===== src/rtl/mem_bus_arbiter.sv =====
// Shares one RAM between instruction fetch and MEM-stage data accesses.
// Data has priority; a starve counter forces an inst grant after a run of data grants.
module mem_bus_arbiter #(
    parameter int unsigned RAM_LATENCY  = 1,
    parameter int unsigned STARVE_LIMIT = 3
) (
    input  logic        clk,
    input  logic        rst,
    input  logic        inst_req,
    input  logic [31:0] inst_addr,
    output logic [31:0] inst_rdata,
    output logic        inst_ack,
    output logic        inst_err,
    input  logic        data_req,
    input  logic [3:0]  data_we,
    input  logic [31:0] data_addr,
    input  logic [31:0] data_wdata,
    output logic [31:0] data_rdata,
    output logic        data_ack,
    output logic        ram_en,
    output logic [3:0]  ram_we,
    output logic [31:0] ram_addr,
    output logic [31:0] ram_wdata,
    input  logic [31:0] ram_rdata,
    output logic        stall_req
);

    typedef enum logic [1:0] {IDLE, ISSUE, WAIT, DONE} state_t;

    localparam logic [2:0] LAT  = 3'(RAM_LATENCY);
    localparam logic [2:0] SLIM = 3'(STARVE_LIMIT);

    state_t      state_q, state_d;
    logic [2:0]  cnt_q, cnt_d;
    logic [2:0]  starve_q, starve_d;
    logic        gnt_data_q, gnt_data_d;
    logic        err_q, err_d;
    logic [3:0]  we_q, we_d;
    logic        ram_en_q, ram_en_d;
    logic [3:0]  ram_we_q, ram_we_d;
    logic [31:0] ram_addr_q, ram_addr_d;
    logic [31:0] ram_wdata_q, ram_wdata_d;
    logic [31:0] inst_rdata_q, inst_rdata_d;
    logic [31:0] data_rdata_q, data_rdata_d;
    logic        inst_ack_q, inst_ack_d;
    logic        data_ack_q, data_ack_d;
    logic        inst_err_q, inst_err_d;

    always_comb begin
        state_d      = state_q;
        cnt_d        = cnt_q;
        starve_d     = starve_q;
        gnt_data_d   = gnt_data_q;
        err_d        = err_q;
        we_d         = we_q;
        ram_en_d     = 1'b0;
        ram_we_d     = ram_we_q;
        ram_addr_d   = ram_addr_q;
        ram_wdata_d  = ram_wdata_q;
        inst_rdata_d = inst_rdata_q;
        data_rdata_d = data_rdata_q;
        inst_ack_d   = 1'b0;
        data_ack_d   = 1'b0;
        inst_err_d   = 1'b0;
        unique case (state_q)
            IDLE: begin
                if (inst_req || data_req) begin
                    gnt_data_d = data_req && !(inst_req && starve_q == SLIM);
                    if (gnt_data_d) begin
                        if (!inst_req)
                            starve_d = 3'd0;
                        else if (starve_q != SLIM)
                            starve_d = starve_q + 3'd1;
                        we_d        = data_we;
                        ram_addr_d  = data_addr;
                        ram_wdata_d = data_wdata;
                        err_d       = 1'b0;
                    end else begin
                        starve_d    = 3'd0;
                        we_d        = 4'b0000;
                        ram_addr_d  = inst_addr;
                        ram_wdata_d = 32'h0;
                        err_d       = inst_addr[1:0] != 2'b00;
                    end
                    // Misaligned fetch never touches the RAM
                    if (err_d) begin
                        state_d      = DONE;
                        inst_ack_d   = 1'b1;
                        inst_err_d   = 1'b1;
                        inst_rdata_d = 32'h0;
                    end else begin
                        state_d  = ISSUE;
                        ram_en_d = 1'b1;
                        ram_we_d = we_d;
                    end
                end
            end
            ISSUE: begin
                cnt_d    = 3'd1;
                ram_we_d = 4'b0000;
                state_d  = WAIT;
            end
            WAIT: begin
                if (cnt_q == LAT) begin
                    state_d = DONE;
                    if (gnt_data_q) begin
                        data_ack_d = 1'b1;
                        if (we_q == 4'b0000)
                            data_rdata_d = ram_rdata;
                    end else begin
                        inst_ack_d   = 1'b1;
                        inst_rdata_d = ram_rdata;
                    end
                end else begin
                    cnt_d = cnt_q + 3'd1;
                end
            end
            DONE: begin
                state_d = IDLE;
            end
            default: begin
                state_d = IDLE;
            end
        endcase
    end

    always_ff @(posedge clk) begin
        if (!rst) begin
            state_q      <= IDLE;
            cnt_q        <= 3'd0;
            starve_q     <= 3'd0;
            gnt_data_q   <= 1'b0;
            err_q        <= 1'b0;
            we_q         <= 4'b0000;
            ram_en_q     <= 1'b0;
            ram_we_q     <= 4'b0000;
            ram_addr_q   <= 32'h0;
            ram_wdata_q  <= 32'h0;
            inst_rdata_q <= 32'h0;
            data_rdata_q <= 32'h0;
            inst_ack_q   <= 1'b0;
            data_ack_q   <= 1'b0;
            inst_err_q   <= 1'b0;
        end else begin
            state_q      <= state_d;
            cnt_q        <= cnt_d;
            starve_q     <= starve_d;
            gnt_data_q   <= gnt_data_d;
            err_q        <= err_d;
            we_q         <= we_d;
            ram_en_q     <= ram_en_d;
            ram_we_q     <= ram_we_d;
            ram_addr_q   <= ram_addr_d;
            ram_wdata_q  <= ram_wdata_d;
            inst_rdata_q <= inst_rdata_d;
            data_rdata_q <= data_rdata_d;
            inst_ack_q   <= inst_ack_d;
            data_ack_q   <= data_ack_d;
            inst_err_q   <= inst_err_d;
        end
    end

    assign ram_en     = ram_en_q;
    assign ram_we     = ram_we_q;
    assign ram_addr   = ram_addr_q;
    assign ram_wdata  = ram_wdata_q;
    assign inst_rdata = inst_rdata_q;
    assign data_rdata = data_rdata_q;
    assign inst_ack   = inst_ack_q;
    assign data_ack   = data_ack_q;
    assign inst_err   = inst_err_q;
    assign stall_req  = (inst_req && !inst_ack_q) || (data_req && !data_ack_q);

endmodule


===== config.mk =====
export PLATFORM = sky130hd
export DESIGN_NAME = mem_bus_arbiter
export DESIGN_NICKNAME = d
export VERILOG_FILES = /design/src/rtl/mem_bus_arbiter.sv
export SDC_FILE = /design/constraint.sdc
export NUM_CORES = 1
export LEC_CHECK = 0
export CAP_MARGIN = 20
export CORE_ASPECT_RATIO = 1.1
export CORE_MARGIN = 2
export CORE_UTILIZATION = 37
export CTS_CLUSTER_DIAMETER = 30
export DETAILED_ROUTE_END_ITERATION = 16
export PLACE_DENSITY = 0.81
export SLEW_MARGIN = 15
export SYNTH_ARGS = -nofsm -noshare
export SYNTH_HDL_FRONTEND = slang
export SYNTH_SLANG_ARGS = --single-unit

===== constraint.sdc =====
create_clock -name clk -period 1.5 [get_ports clk]
set_input_delay 0.3 -clock clk [delete_from_list [all_inputs] [get_ports clk]]
set_output_delay 0.3 -clock clk [all_outputs]
set_load 0.02 [all_outputs]

==> results.md, run 1 <==
| Group | Result | Value |
|:---|:---|:---|
| yosys | Fraction of the yosys area taken by sequential cells | 50.77% |
| clock tree | Total number of H-tree levels | 4 |
| placement | Routability congestion estimate | 0.7595 |
| clock tree | CTS root buffer | clkbuf_16 |
| drt | Total routed wirelength | 21.52 mm |
| sta | Transition time at the pin with the least slew margin | 0.3890 ns |
| drt | Remaining design rule violation count | 0 |
| worst setup path | Data arrival time at the worst-slack endpoint | 2.01 ns |
| yosys | Combined area of all synthesized cells | 5876 sq um |
| yosys | Dominant cells by area after synthesis | dfxtp_1 51%, mux2i_1 11%, nand2_1 8.4%, nor2_1 5.2%, a22oi_1 4.7% |
| yosys | Mean instance size in the synthesized netlist | 9.209 sq um |
| yosys | Yosys reg bits | 149 |
| pwr | Switching power total | 0.005743 W |
| drt | Post-detailed-route via-to-cell ratio | 5.140 |
| worst setup path | Cell Chain, Critical Path | ha_4, ha_4, a21boi_4, buf_4, buf_6, buf_6, mux2i_4, a211oi_2 |
| cells and area | Post-Layout Inst Area | 10840 sq um |
| floorplanning | Starting Density | 37.63% |
| sta | Final WS setup | -0.2131 ns |
| drt | Length of the first detailed-routing pass in iterations | 4 |
| clock tree | Clock tree from TritonCTS | yes |
| pwr | Leakage power total | 4.740 nW |
| floorplanning | Die Ht | 136.2 microns |
| pwr | Power share of the sequential group | 31.6% |
| cells and area | Final std cells w/o fill | 1173 |
| sta | Number of failing hold endpoints at the final stage | 0 |
| cells and area | Antenna diode count | 0 |
| worst hold path | Min-delay worst type | input pin to register |
| yosys | Synthesized Nets | 781 |
| drt | Detailed-route via count | 6029 |
| worst setup path | Worst path required time | 1.80 ns |
| placement | PortBufs | 272 |
| placement | DP Area | 9099 sq um |
| yosys | Post-synthesis cell count | 638 |
| sta | Post-route fraction of the period consumed by the critical path | 114.2% |
| clock tree | Number of buffers on the longest clock path | 2 |
| clock tree | Clock slew seen by the registers of the worst setup and hold paths | 0.06 ns |
| sta | Final min period | 1.713 ns |
| worst setup path | Largest fanout on the critical path | 7 |
| yosys | Yosys warns | 0 |
| sta | Setup skew after layout | 0.007928 ns |
| job | Count of max-cap constraint violations | 0 |
| pwr | Combinational cell fraction of total power | 42.3% |
| worst setup path | Kind of end point of the critical path | register |
| drt | Mean routed wirelength per cell | 18.35 microns |
| global routing | Overall track demand over capacity in global routing | 23.91% |
| sta | Fin Setup TNS | -13.25 ns |
| worst setup path | CP delay by family, top | buffers and inverters |
| placement | Cell count after placement | 1108 |
| pwr | Fraction of power spent switching nets | 35.93% |
| yosys | Share of synthesized flip-flops with an asynchronous set or reset | 0% |
| sta | Final Hold Slack | 0.3643 ns |
| clock tree | Clock sink total | 149 |
| pwr | P_int | 0.01024 W |
| floorplanning | Die width | 124.2 microns |
| floorplanning | Floorplan core area | 15620 sq um |
| pwr | Power per Cell Area | 1475 nW/um^2 |
| yosys | Most numerous cell in the Yosys netlist | dfxtp_1 |
| floorplanning | Count of standard-cell rows | 48 |
| floorplanning | Die Outline Area | 16900 sq um |
| pwr | Share of power burned in the clock network | 26.1% |
| placement | Estimated wirelength of the detail-placed design | 12.93 mm |
| cells and area | Signed area change from the synthesized netlist to the final layout | 84.45% |
| worst setup path | CP Launch Type | register |
| global routing | Vias in the first global route | 6095 |
| global routing | Maximum number of pins on one net before global-route repair | 52 |
| sta | Max_slew headroom | 74.07% |
| sta | Max Freq | 583.7 MHz |
| clock tree | Clock insertion delay at the later pin of the skew report | 0.42 ns |
| floorplanning | Top-level port count | 273 |
| pwr | Worst voltage drop across the vdd grid | 0.8579 mV |
| drt | Number of routed nets with antenna violations | 0 |
| sta | Setup violation total in the final timing report | 142 |
| status | Run status | finished, violations left |
| yosys | Number of enable flip-flop cells after synthesis | 0 |
| worst setup path | Delay of the slowest cell on the worst path | 0.34 ns |
| clock tree | Clock buffers created by TritonCTS | 17 |
| global routing | Number of antenna violations at the first check in global routing | 0 |
| global routing | Remaining global-route overflow | 0 |
| status | Violations in the final reports | negative setup slack |
| cells and area | Post-layout nets | 1103 |
| worst setup path | Worst setup path class | register to register |
| yosys | Synth area leader | dfxtp_1 |
| yosys | Number of different library cells in the post-synthesis netlist | 41 |
| yosys | Most frequent cells after synthesis | 149 x dfxtp_1, 132 x nand2_1, 81 x nor2_1, 65 x mux2i_1, 39 x a21oi_1 |
| drt | Iteration-0 DRC Markers | 343 |
| cells and area | Share of post-route cells with drive strength above 1 | 29.09% |
| worst setup path | Crit path buffers/inverters | 3 |
| global routing | Wire length of the first global-routing pass | 31.06 mm |
| sta | RSZ-0062 raised after global routing | yes |
| worst setup path | Highest-delay cell along the critical path | dfxtp_2 |
| cells and area | Final core area utilization | 69.41% |
| yosys | Most frequently used flop master after synthesis | dfxtp_1 |
| yosys | Top cell type's share of synthesized area | 50.77% |
| sta | Final Max Slew Viols | 0 |
[final timing paths]
path	startpoint	to	slack (ns)	cells past startpoint
worst max-delay path	starve_q[0]$_SDFFE_PN0P_	ram_addr[10]$_SDFFE_PN0P_	-0.21	8
worst min-delay path	inst_req	starve_q[1]$_SDFFE_PN0P_	0.36	4
worst max register to register	starve_q[0]$_SDFFE_PN0P_	ram_addr[10]$_SDFFE_PN0P_	-0.21	8
worst min register to register	inst_rdata[21]$_SDFFE_PN0P_	inst_rdata[21]$_SDFFE_PN0P_	0.45	2
[layout by cell type (no fill, tap or decap), types with 3 or more instances in the layout]
| master | count |
|---|---|
| nand2_1 | 74 |
| clkbuf_2 | 4 |
| nand2_4 | 44 |
| nand4b_1 | 4 |
| ha_4 | 5 |
| buf_8 | 4 |
| buf_16 | 6 |
| nand3_1 | 5 |
| a21oi_2 | 30 |
| mux2i_2 | 5 |
| a22oi_2 | 36 |
| dfxtp_2 | 5 |
| a21oi_1 | 9 |
| nand2_2 | 14 |
| clkinv_2 | 3 |
| a211oi_2 | 6 |
| inv_1 | 4 |
| nor2_1 | 80 |
| dlygate4sd2_1 | 117 |
| clkdlybuf4s50_1 | 134 |
| dfxtp_1 | 143 |
| clkbuf_1 | 3 |
| a211oi_1 | 26 |
| mux2i_1 | 58 |
| o21ai_2 | 3 |
| clkdlybuf4s15_1 | 15 |
| buf_12 | 12 |
| clkinvlp_4 | 4 |
| buf_6 | 15 |
| buf_4 | 43 |
| clkbuf_16 | 20 |
[repair_timing]
action	in CTS	in global routing
gates resized for setup	252	150
endpoints found under the setup margin	282	152
pin swaps	77	86
gates cloned	9	3
hold buffers	0	0
buffers inserted	17	10
[sequential cells by signal, indices dropped and copies added, names as in the netlist]
signal      count
starve_q        3
inst_ack        1
ram_we          4
cnt_q           3
ram_en          1
ram_addr       32
we_q            4
inst_rdata     32
inst_err        1
gnt_data_q      1
data_ack        1
data_rdata     32
ram_wdata      32
state_q         2
[layer usage]
layer  GRT usage (%)  share of wire (%)  vias to the layer above
li1                -                  -                     2845
met3           9.648                8.3                       60
met1           25.16                 36                     2841
met2           41.07                 52                      283
met4           11.61                3.7                        0
met5               0                  0                        -
[area by class of cell]
type	count	area (sq um)
fill	1156	4777
timing repair buffer	354	3581
multi-input combinational	431	3417
sequential	149	2993
clock buffer	20	436.7
tap	200	250.2
clock inverter	12	131.4
inverter	7	28.78
[power groups by stage]
stage               clock (W)  sequential, W  combinational, W
floorplan                   0        0.00581           0.00267
global placement            0        0.00507           0.00603
detailed placement          0        0.00510           0.00612
CTS                   0.00422        0.00503           0.00651
global route          0.00443        0.00514           0.00721
finish                0.00417        0.00506           0.00676
[cell families (layout without fill, tap and decap cells)]
family                   after synthesis  count (layout)  synth area share (%)
multiplexers                          66              66                 11.26
buffers and inverters                 58             393                 5.174
flip-flops                           149             149                 50.77
adder cells (fa/ha/maj)                7               7                 1.491
AND/OR/NAND/NOR                      234             234                 16.12
AO/OA/AOI/OAI                        124             124                 15.18
[stage by stage]
| stage | total power (W) | setup slack (ns) |
|---|---|---|
| after detailed placement | 0.01122 | -0.5068 |
| after floorplan | 0.008483 | -0.06310 |
| after global placement | 0.01109 | -0.5138 |
| after global routing | 0.01677 | -0.2787 |
| final | 0.01598 | -0.2131 |
| after CTS | 0.01576 | -0.2217 |
[worst register-to-register path, delay by kind of cell, from the launching register on]
family	cells	cell delay, ns
DFF	1	0.34
muxes	1	0.23
buffers and inverters	3	0.38
AOI/OAI and AO/OA	2	0.33
adders and majority gates	2	0.32
No activity file was read; power rests on OpenSTA's default activity.
==> run 2, diff against run 1 <==
--- a/config.mk
+++ b/config.mk
@@ -5,6 +5,7 @@
 export SDC_FILE = /design/constraint.sdc
 export NUM_CORES = 1
 export LEC_CHECK = 0
+export ABC_AREA = 0
 export CAP_MARGIN = 20
 export CORE_ASPECT_RATIO = 1.1
 export CORE_MARGIN = 2
@@ -12,6 +13,7 @@
 export CTS_CLUSTER_DIAMETER = 30
 export DETAILED_ROUTE_END_ITERATION = 16
 export PLACE_DENSITY = 0.81
+export SKIP_LAST_GASP = 1
 export SLEW_MARGIN = 15
 export SYNTH_ARGS = -nofsm -noshare
 export SYNTH_HDL_FRONTEND = slang
==> run 2 against run 1 <==
Net effect: the flow still finishes with violations (negative setup slack); highest routed layer unchanged; critical endpoint is now inst_rdata[15]$_SDFFE_PN0P_; register-to-register slack lost 0.08 ns; die area is the same; utilization grew 1.2 points; worst hold slack gained 0.026 ns; fmax shrank 4.4%; largest cell class unchanged; global-route usage is essentially flat; setup slack lost 0.078 ns; total power grew 2.9%; combinational power grew 6.7%; critical path depth shrank 1; non-clock buffer count shrank 1; wire length grew 1.9%.
==> results.md, run 2 (same netlist as run 1, synthesis figures left out) <==
| Group | Result | Value |
|:---|:---|:---|
| worst hold path | Worst Hold Depth | 4 |
| drt | Mean routed wirelength per cell | 18.71 microns |
| drt | Number of routed nets with antenna violations | 0 |
| global routing | Maximum number of pins on one net before global-route repair | 52 |
| worst setup path | CP Launch Type | register |
| drt | Detailed-route via count | 6007 |
| global routing | Number of antenna violations at the first check in global routing | 0 |
| clock tree | CTS root buffer | clkbuf_16 |
| drt | Total routed wirelength | 21.93 mm |
| pwr | Worst voltage drop across the vdd grid | 0.9047 mV |
| placement | Dpl ws | -0.5068 ns |
| clock tree | Clock tree from TritonCTS | yes |
| sta | RSZ-0062 raised after global routing | yes |
| cells and area | # fillers | 1141 |
| cells and area | Post-layout nets | 1102 |
| cells and area | Share of post-route cells with drive strength above 1 | 30.25% |
| clock tree | Number of buffers on the longest clock path | 2 |
| floorplanning | Die width | 124.2 microns |
| worst setup path | Delay of the slowest cell on the worst path | 0.34 ns |
| placement | Estimated wirelength of the detail-placed design | 12.93 mm |
| job | Count of max-cap constraint violations | 0 |
| global routing | Wire length of the first global-routing pass | 30.95 mm |
| sta | Setup skew after layout | 0.008692 ns |
| worst setup path | Crit path buffers/inverters | 1 |
| floorplanning | Die Ht | 136.2 microns |
| sta | Transition time at the pin with the least slew margin | 0.5175 ns |
| status | Run status | finished, violations left |
| global routing | Overall track demand over capacity in global routing | 23.87% |
| worst setup path | Cell Chain, Critical Path | ha_4, ha_4, a21boi_4, o21ai_4, o2111ai_4, clkbuf_16, mux2i_1 |
| pwr | Leakage power total | 4.791 nW |
| sta | Number of failing hold endpoints at the final stage | 0 |
| cells and area | Antenna diode count | 0 |
| status | Violations in the final reports | negative setup slack |
| worst setup path | Worst setup path class | register to register |
| floorplanning | Floorplan core area | 15620 sq um |
| worst setup path | Most repeated library cell on the critical path | ha_4 |
| floorplanning | Starting Density | 37.63% |
| global routing | Remaining global-route overflow | 0 |
| global routing | Vias in the first global route | 6053 |
| floorplanning | Count of standard-cell rows | 48 |
| worst setup path | Highest-delay cell along the critical path | dfxtp_2 |
| clock tree | Total number of H-tree levels | 4 |
| placement | Routability congestion estimate | 0.7595 |
| clock tree | Hold buffer count at cts | 0 |
| drt | Post-detailed-route via-to-cell ratio | 5.125 |
| worst setup path | Kind of end point of the critical path | register |
| floorplanning | Top-level port count | 273 |
| sta | Final min period | 1.791 ns |
| sta | Post-route fraction of the period consumed by the critical path | 119.4% |
| drt | Length of the first detailed-routing pass in iterations | 6 |
| drt | Iteration-0 DRC Markers | 282 |
| sta | Fin Setup TNS | -19.55 ns |
| clock tree | Clock buffers created by TritonCTS | 17 |
| sta | Max_slew headroom | 65.49% |
| worst setup path | Data arrival time at the worst-slack endpoint | 2.14 ns |
| cells and area | Final core area utilization | 70.59% |
| cells and area | Signed area change from the synthesized netlist to the final layout | 87.61% |
| cells and area | Most common cell after layout, fill and taps aside | dfxtp_1 |
| sta | Final WS setup | -0.2912 ns |
| sta | Max Freq | 558.3 MHz |
| pwr | Power per Cell Area | 1492 nW/um^2 |
| worst hold path | Min-delay worst type | input pin to register |
| worst setup path | CP delay by family, top | compound AO/OA/AOI/OAI gates |
| floorplanning | Die Outline Area | 16900 sq um |
| clock tree | Clock sink total | 149 |
| sta | Final Max Slew Viols | 0 |
| worst setup path | Worst path required time | 1.85 ns |
| placement | PortBufs | 272 |
| worst setup path | Largest fanout on the critical path | 8 |
| clock tree | Clock insertion delay at the later pin of the skew report | 0.42 ns |
| clock tree | Clock slew seen by the registers of the worst setup and hold paths | 0.06 ns |
| sta | Setup violation total in the final timing report | 137 |
| cells and area | Commonest cells after routing, fill and taps aside | 143 x dfxtp_1, 134 x clkdlybuf4s50_1, 129 x dlygate4sd2_1 |
| worst setup path | Number of cells on the worst reg-to-reg path | 7 |
| worst setup path | Logic depth of the worst path, buffers included | 7 |
| drt | Remaining design rule violation count | 0 |
[run 2: cell types whose count changed in the layout (fill, tap and decap cells not counted), moves of 3 or more]
cell,previous run,this run
dlygate4sd2_1,117,129
mux2i_1,58,49
a211oi_2,6,9
clkdlybuf4s15_1,15,4
buf_4,43,38
mux2i_4,2,10
a211oi_1,26,23
[run 2: worst reg2reg max path, cell delays in order (launching register included)]
cell and delay (ns):
dfxtp_2 0.34, ha_4 0.16, ha_4 0.16, a21boi_4 0.25, o21ai_4 0.09, o2111ai_4 0.23
clkbuf_16 0.28, mux2i_1 0.20
[run 2: per-layer routing]
layer / part of all wire, % / wire (microns) / GRT usage, %
met3: 8.2 / 1791 / 10.11
met4: 3.5 / 769 / 9.925
met5: 0 / 0 / 0
met2: 52 / 11440 / 41.68
met1: 36 / 7930 / 24.93
[run 2: power by group]
part	internal, W	leakage (nW)	switching [W]	total, W
clock	0.00245	0.266	0.00173	0.00418
sequential	0.00466	1.22	0.000403	0.00506
combinational	0.00342	3.31	0.00379	0.00721
total	0.0105	4.79	0.00593	0.0164
[run 2: metrics by stage]
| step | hold WS [ns] | power [W] | cell area, sq um | std cells |
|---|---|---|---|---|
| after floorplan | 0.4360 | 0.008483 | 5907 | 638 |
| after global placement | 0.4414 | 0.01109 | 9099 | 1108 |
| after detailed placement | 0.4453 | 0.01122 | 9099 | 1108 |
| after CTS | 0.4556 | 0.01575 | 10260 | 1166 |
| after global routing | 0.4377 | 0.01723 | 11020 | 1172 |
| final | 0.3900 | 0.01645 | 11020 | 1172 |
[run 2: cell type report]
| class | instances | area [sq um] | share of cell area, % |
|---|---|---|---|
| Inverter | 7 | 28.78 | 0.2611 |
| Multi-Input combinational cell | 431 | 3560 | 32.29 |
| Tap cell | 200 | 250.2 | 2.270 |
| Sequential cell | 149 | 2993 | 27.15 |
| Clock inverter | 12 | 131.4 | 1.192 |
| Clock buffer | 20 | 436.7 | 3.961 |
| Timing Repair Buffer | 353 | 3623 | 32.87 |
[run 2: what timing repair did]
| item | 4_1_cts | 5_1_grt |
|---|---|---|
| resized for setup | 245 | 169 |
| pin swaps | 70 | 110 |
| endpoints found under the setup margin | 282 | 152 |
| buffers inserted | 17 | 10 |
| hold endpoints to repair | 0 | 0 |
| cloned | 9 | 5 |
[run 2: path summary, 6_finish.rpt]
kind	from	to	slack, ns
worst min register to register	inst_rdata[25]$_SDFFE_PN0P_	inst_rdata[25]$_SDFFE_PN0P_	0.46
worst max-delay path	starve_q[0]$_SDFFE_PN0P_	inst_rdata[15]$_SDFFE_PN0P_	-0.29
worst min-delay path	inst_req	starve_q[1]$_SDFFE_PN0P_	0.39
worst max register to register	starve_q[0]$_SDFFE_PN0P_	inst_rdata[15]$_SDFFE_PN0P_	-0.29
==> run 3, diff against run 2 <==
--- a/config.mk
+++ b/config.mk
@@ -18,3 +18,4 @@
 export SYNTH_ARGS = -nofsm -noshare
 export SYNTH_HDL_FRONTEND = slang
 export SYNTH_SLANG_ARGS = --single-unit
+export TNS_END_PERCENT = 1
==> run 3 against run 2 <==
Net effect: critical path depth increased by 1; the flow still finishes with violations (negative setup slack); clock-buffer cell count decreased by 2; register-to-register slack improved by 0.08 ns; total power decreased by 3.0%; final cell count decreased by 1.7%; sequential cell count unchanged; combinational power decreased by 8.9%; largest power group unchanged; largest cell class unchanged; via count decreased by 6.0%; clock skew about the same.
==> results.md, run 3 (same netlist as run 1, synthesis figures left out) <==
| Group | Result | Value |
|:---|:---|:---|
| pwr | Leakage power total | 3.861 nW |
| floorplanning | Starting Density | 37.63% |
| clock tree | Clock tree from TritonCTS | yes |
| global routing | Number of antenna violations at the first check in global routing | 0 |
| drt | Detailed-route via count | 5645 |
| drt | Remaining design rule violation count | 0 |
| cells and area | Multi-input gate area in the final layout | 2643 sq um |
| floorplanning | Floorplan core area | 15620 sq um |
| global routing | Met3 Track Usage GR | 7.089% |
| global routing | Vias in the first global route | 5396 |
| clock tree | Hold buffer count at cts | 0 |
| global routing | Most crowded layer after global routing | met2 |
| worst setup path | Delay of the slowest cell on the worst path | 0.34 ns |
| cells and area | Final core area utilization | 63.49% |
| worst setup path | Highest-delay cell along the critical path | dfxtp_2 |
| floorplanning | Count of standard-cell rows | 48 |
| cells and area | Share of post-route cells with drive strength above 1 | 12.08% |
| worst setup path | Kind of end point of the critical path | register |
| worst setup path | Critical R2R Launch | starve_q[1]$_SDFFE_PN0P_ |
| worst setup path | CP Launch Type | register |
| placement | Routability congestion estimate | 0.7790 |
| drt | Post-detailed-route via-to-cell ratio | 4.900 |
| placement | Cell count after placement | 1109 |
| global routing | Maximum number of pins on one net before global-route repair | 37 |
| worst setup path | Cell Chain, Critical Path | ha_4, ha_4, a21boi_4, o21ai_4, o2111ai_4, buf_12, buf_12, mux2i_1 |
| status | Run status | finished, violations left |
| worst setup path | Worst setup path class | register to register |
| floorplanning | Die Ht | 136.2 microns |
| clock tree | Clock slew seen by the registers of the worst setup and hold paths | 0.07 ns |
| sta | Setup violation total in the final timing report | 275 |
| drt | Total routed wirelength | 17.69 mm |
| cells and area | Final std cells w/o fill | 1152 |
| drt | Number of routed nets with antenna violations | 0 |
| global routing | Overall track demand over capacity in global routing | 20.41% |
| drt | Mean routed wirelength per cell | 15.36 microns |
| worst setup path | Worst path required time | 1.83 ns |
| worst hold path | Worst hold path startpoint | data_rdata[10]$_SDFFE_PN0P_ |
| global routing | Remaining global-route overflow | 0 |
| worst setup path | Startpoint of the most critical setup path | starve_q[1]$_SDFFE_PN0P_ |
| cells and area | Commonest cells after routing, fill and taps aside | 267 x clkdlybuf4s50_1, 147 x dfxtp_1, 132 x nand2_1 |
| floorplanning | Die Outline Area | 16900 sq um |
| cells and area | Antenna diode count | 0 |
| worst setup path | Setup slack, reg-to-reg | -0.21 ns |
| sta | Fin Setup TNS | -38.25 ns |
| clock tree | CTS root buffer | clkbuf_16 |
| clock tree | Number of buffers on the longest clock path | 2 |
| pwr | Power per Cell Area | 1609 nW/um^2 |
| worst setup path | Endpoint of the lowest-slack register-to-register path | inst_rdata[7]$_SDFFE_PN0P_ |
| sta | Setup skew after layout | 0.008527 ns |
| worst setup path | Data arrival time at the worst-slack endpoint | 2.04 ns |
| floorplanning | Die width | 124.2 microns |
| floorplanning | Top-level port count | 273 |
| global routing | Met1 GRT Util | 22.20% |
| pwr | Worst voltage drop across the vdd grid | 0.9052 mV |
| worst setup path | Crit path to | inst_rdata[7]$_SDFFE_PN0P_ |
| sta | Max Freq | 586.0 MHz |
| drt | Length of the first detailed-routing pass in iterations | 4 |
| sta | Post-route fraction of the period consumed by the critical path | 113.8% |
| worst hold path | Min-delay worst type | register to register |
| cells and area | Signed area change from the synthesized netlist to the final layout | 68.74% |
| placement | PortBufs | 272 |
| sta | Max_slew headroom | 76.58% |
| placement | Estimated wirelength of the detail-placed design | 12.87 mm |
| sta | Final Max Slew Viols | 0 |
| clock tree | Clock insertion delay at the later pin of the skew report | 0.41 ns |
| clock tree | Total number of H-tree levels | 4 |
| sta | Final min period | 1.706 ns |
| job | Count of max-cap constraint violations | 0 |
| cells and area | Most common cell after layout, fill and taps aside | clkdlybuf4s50_1 |
| sta | Final Hold Slack | 0.4517 ns |
| sta | RSZ-0062 raised after global routing | yes |
| clock tree | Clock buffers created by TritonCTS | 17 |
| cells and area | Post-layout nets | 1082 |
| cells and area | # fillers | 1293 |
| clock tree | Clock sink total | 149 |
| sta | Final WS setup | -0.2065 ns |
| global routing | GR Util met2 | 36.34% |
| sta | Transition time at the pin with the least slew margin | 0.3513 ns |
| cells and area | Area taken by flip-flops and latches | 2985 sq um |
| sta | Number of failing hold endpoints at the final stage | 0 |
| status | Violations in the final reports | negative setup slack |
| worst setup path | Number of cells on the worst reg-to-reg path | 8 |
| global routing | Wire length of the first global-routing pass | 26.71 mm |
| worst setup path | Largest fanout on the critical path | 6 |
| drt | Iteration-0 DRC Markers | 253 |
-- run 3: cell types whose count changed in the layout (fill, tap and decap cells not counted), sizes merged --
cell and delta:
clkbuf -8, clkdlybuf4s50 +133, inv +2, bufinv +1, clkinvlp +1, dlygate4sd2 -126, clkinv -2, buf -18
clkdlybuf4s15 -3
-- run 3: final cells by class --
cell class,count,area share (%)
Timing Repair Buffer,333,34.31
Sequential cell,149,30.11
Multi-Input combinational cell,431,26.65
Clock buffer,18,4.329
Tap cell,200,2.524
Clock inverter,14,1.779
Inverter,7,0.2903
-- run 3: critical path: cells and delay by family, from the launching register on --
| family | cells | cell delay, ns |
|---|---|---|
| DFF | 1 | 0.34 |
| adders and majority gates | 2 | 0.32 |
| buffers and inverters | 2 | 0.30 |
| muxes | 1 | 0.20 |
| AOI/OAI and AO/OA | 3 | 0.46 |
-- run 3: metrics by stage --
stage	instance area [sq um]	total power, W	setup slack (ns)
finish	9915	0.01596	-0.2065
global route	9915	0.01679	-0.2743
CTS	9751	0.01572	-0.2593
detailed placement	9144	0.01132	-0.5181
global placement	9144	0.01122	-0.4803
floorplan	5903	0.008482	-0.06310
-- run 3: repair_timing --
item,in CTS,in global routing
cloned,0,2
resized for setup,7,9
endpoints found under the setup margin,281,283
buffers inserted,0,9
pin swaps,0,3
-- run 3: worst min-delay path by stage --
stage                                             end  cells past startpoint
after detailed placement  data_rdata[13]$_SDFFE_PN0P_                      2
after global placement    data_rdata[20]$_SDFFE_PN0P_                      2
after global routing      inst_rdata[18]$_SDFFE_PN0P_                      3
after CTS                 data_rdata[18]$_SDFFE_PN0P_                      3
after floorplan            data_rdata[0]$_SDFFE_PN0P_                      2
final                     data_rdata[10]$_SDFFE_PN0P_                      2
-- run 3: power breakdown --
| group | internal, W | total [W] | switching [W] |
|---|---|---|---|
| clock network | 0.00263 | 0.00435 | 0.00172 |
| logic | 0.00334 | 0.00657 | 0.00323 |
| registers | 0.00465 | 0.00504 | 0.000387 |
-- run 3: metal layers --
metal  routed length (microns)  up-vias  share of wire (%)
met4                       284        0                1.6
met2                      9010      197                 51
met1                      6938     2634                 39
li1                          -     2792                  -
met5                         0        -                  0
met3                      1460       22                8.3
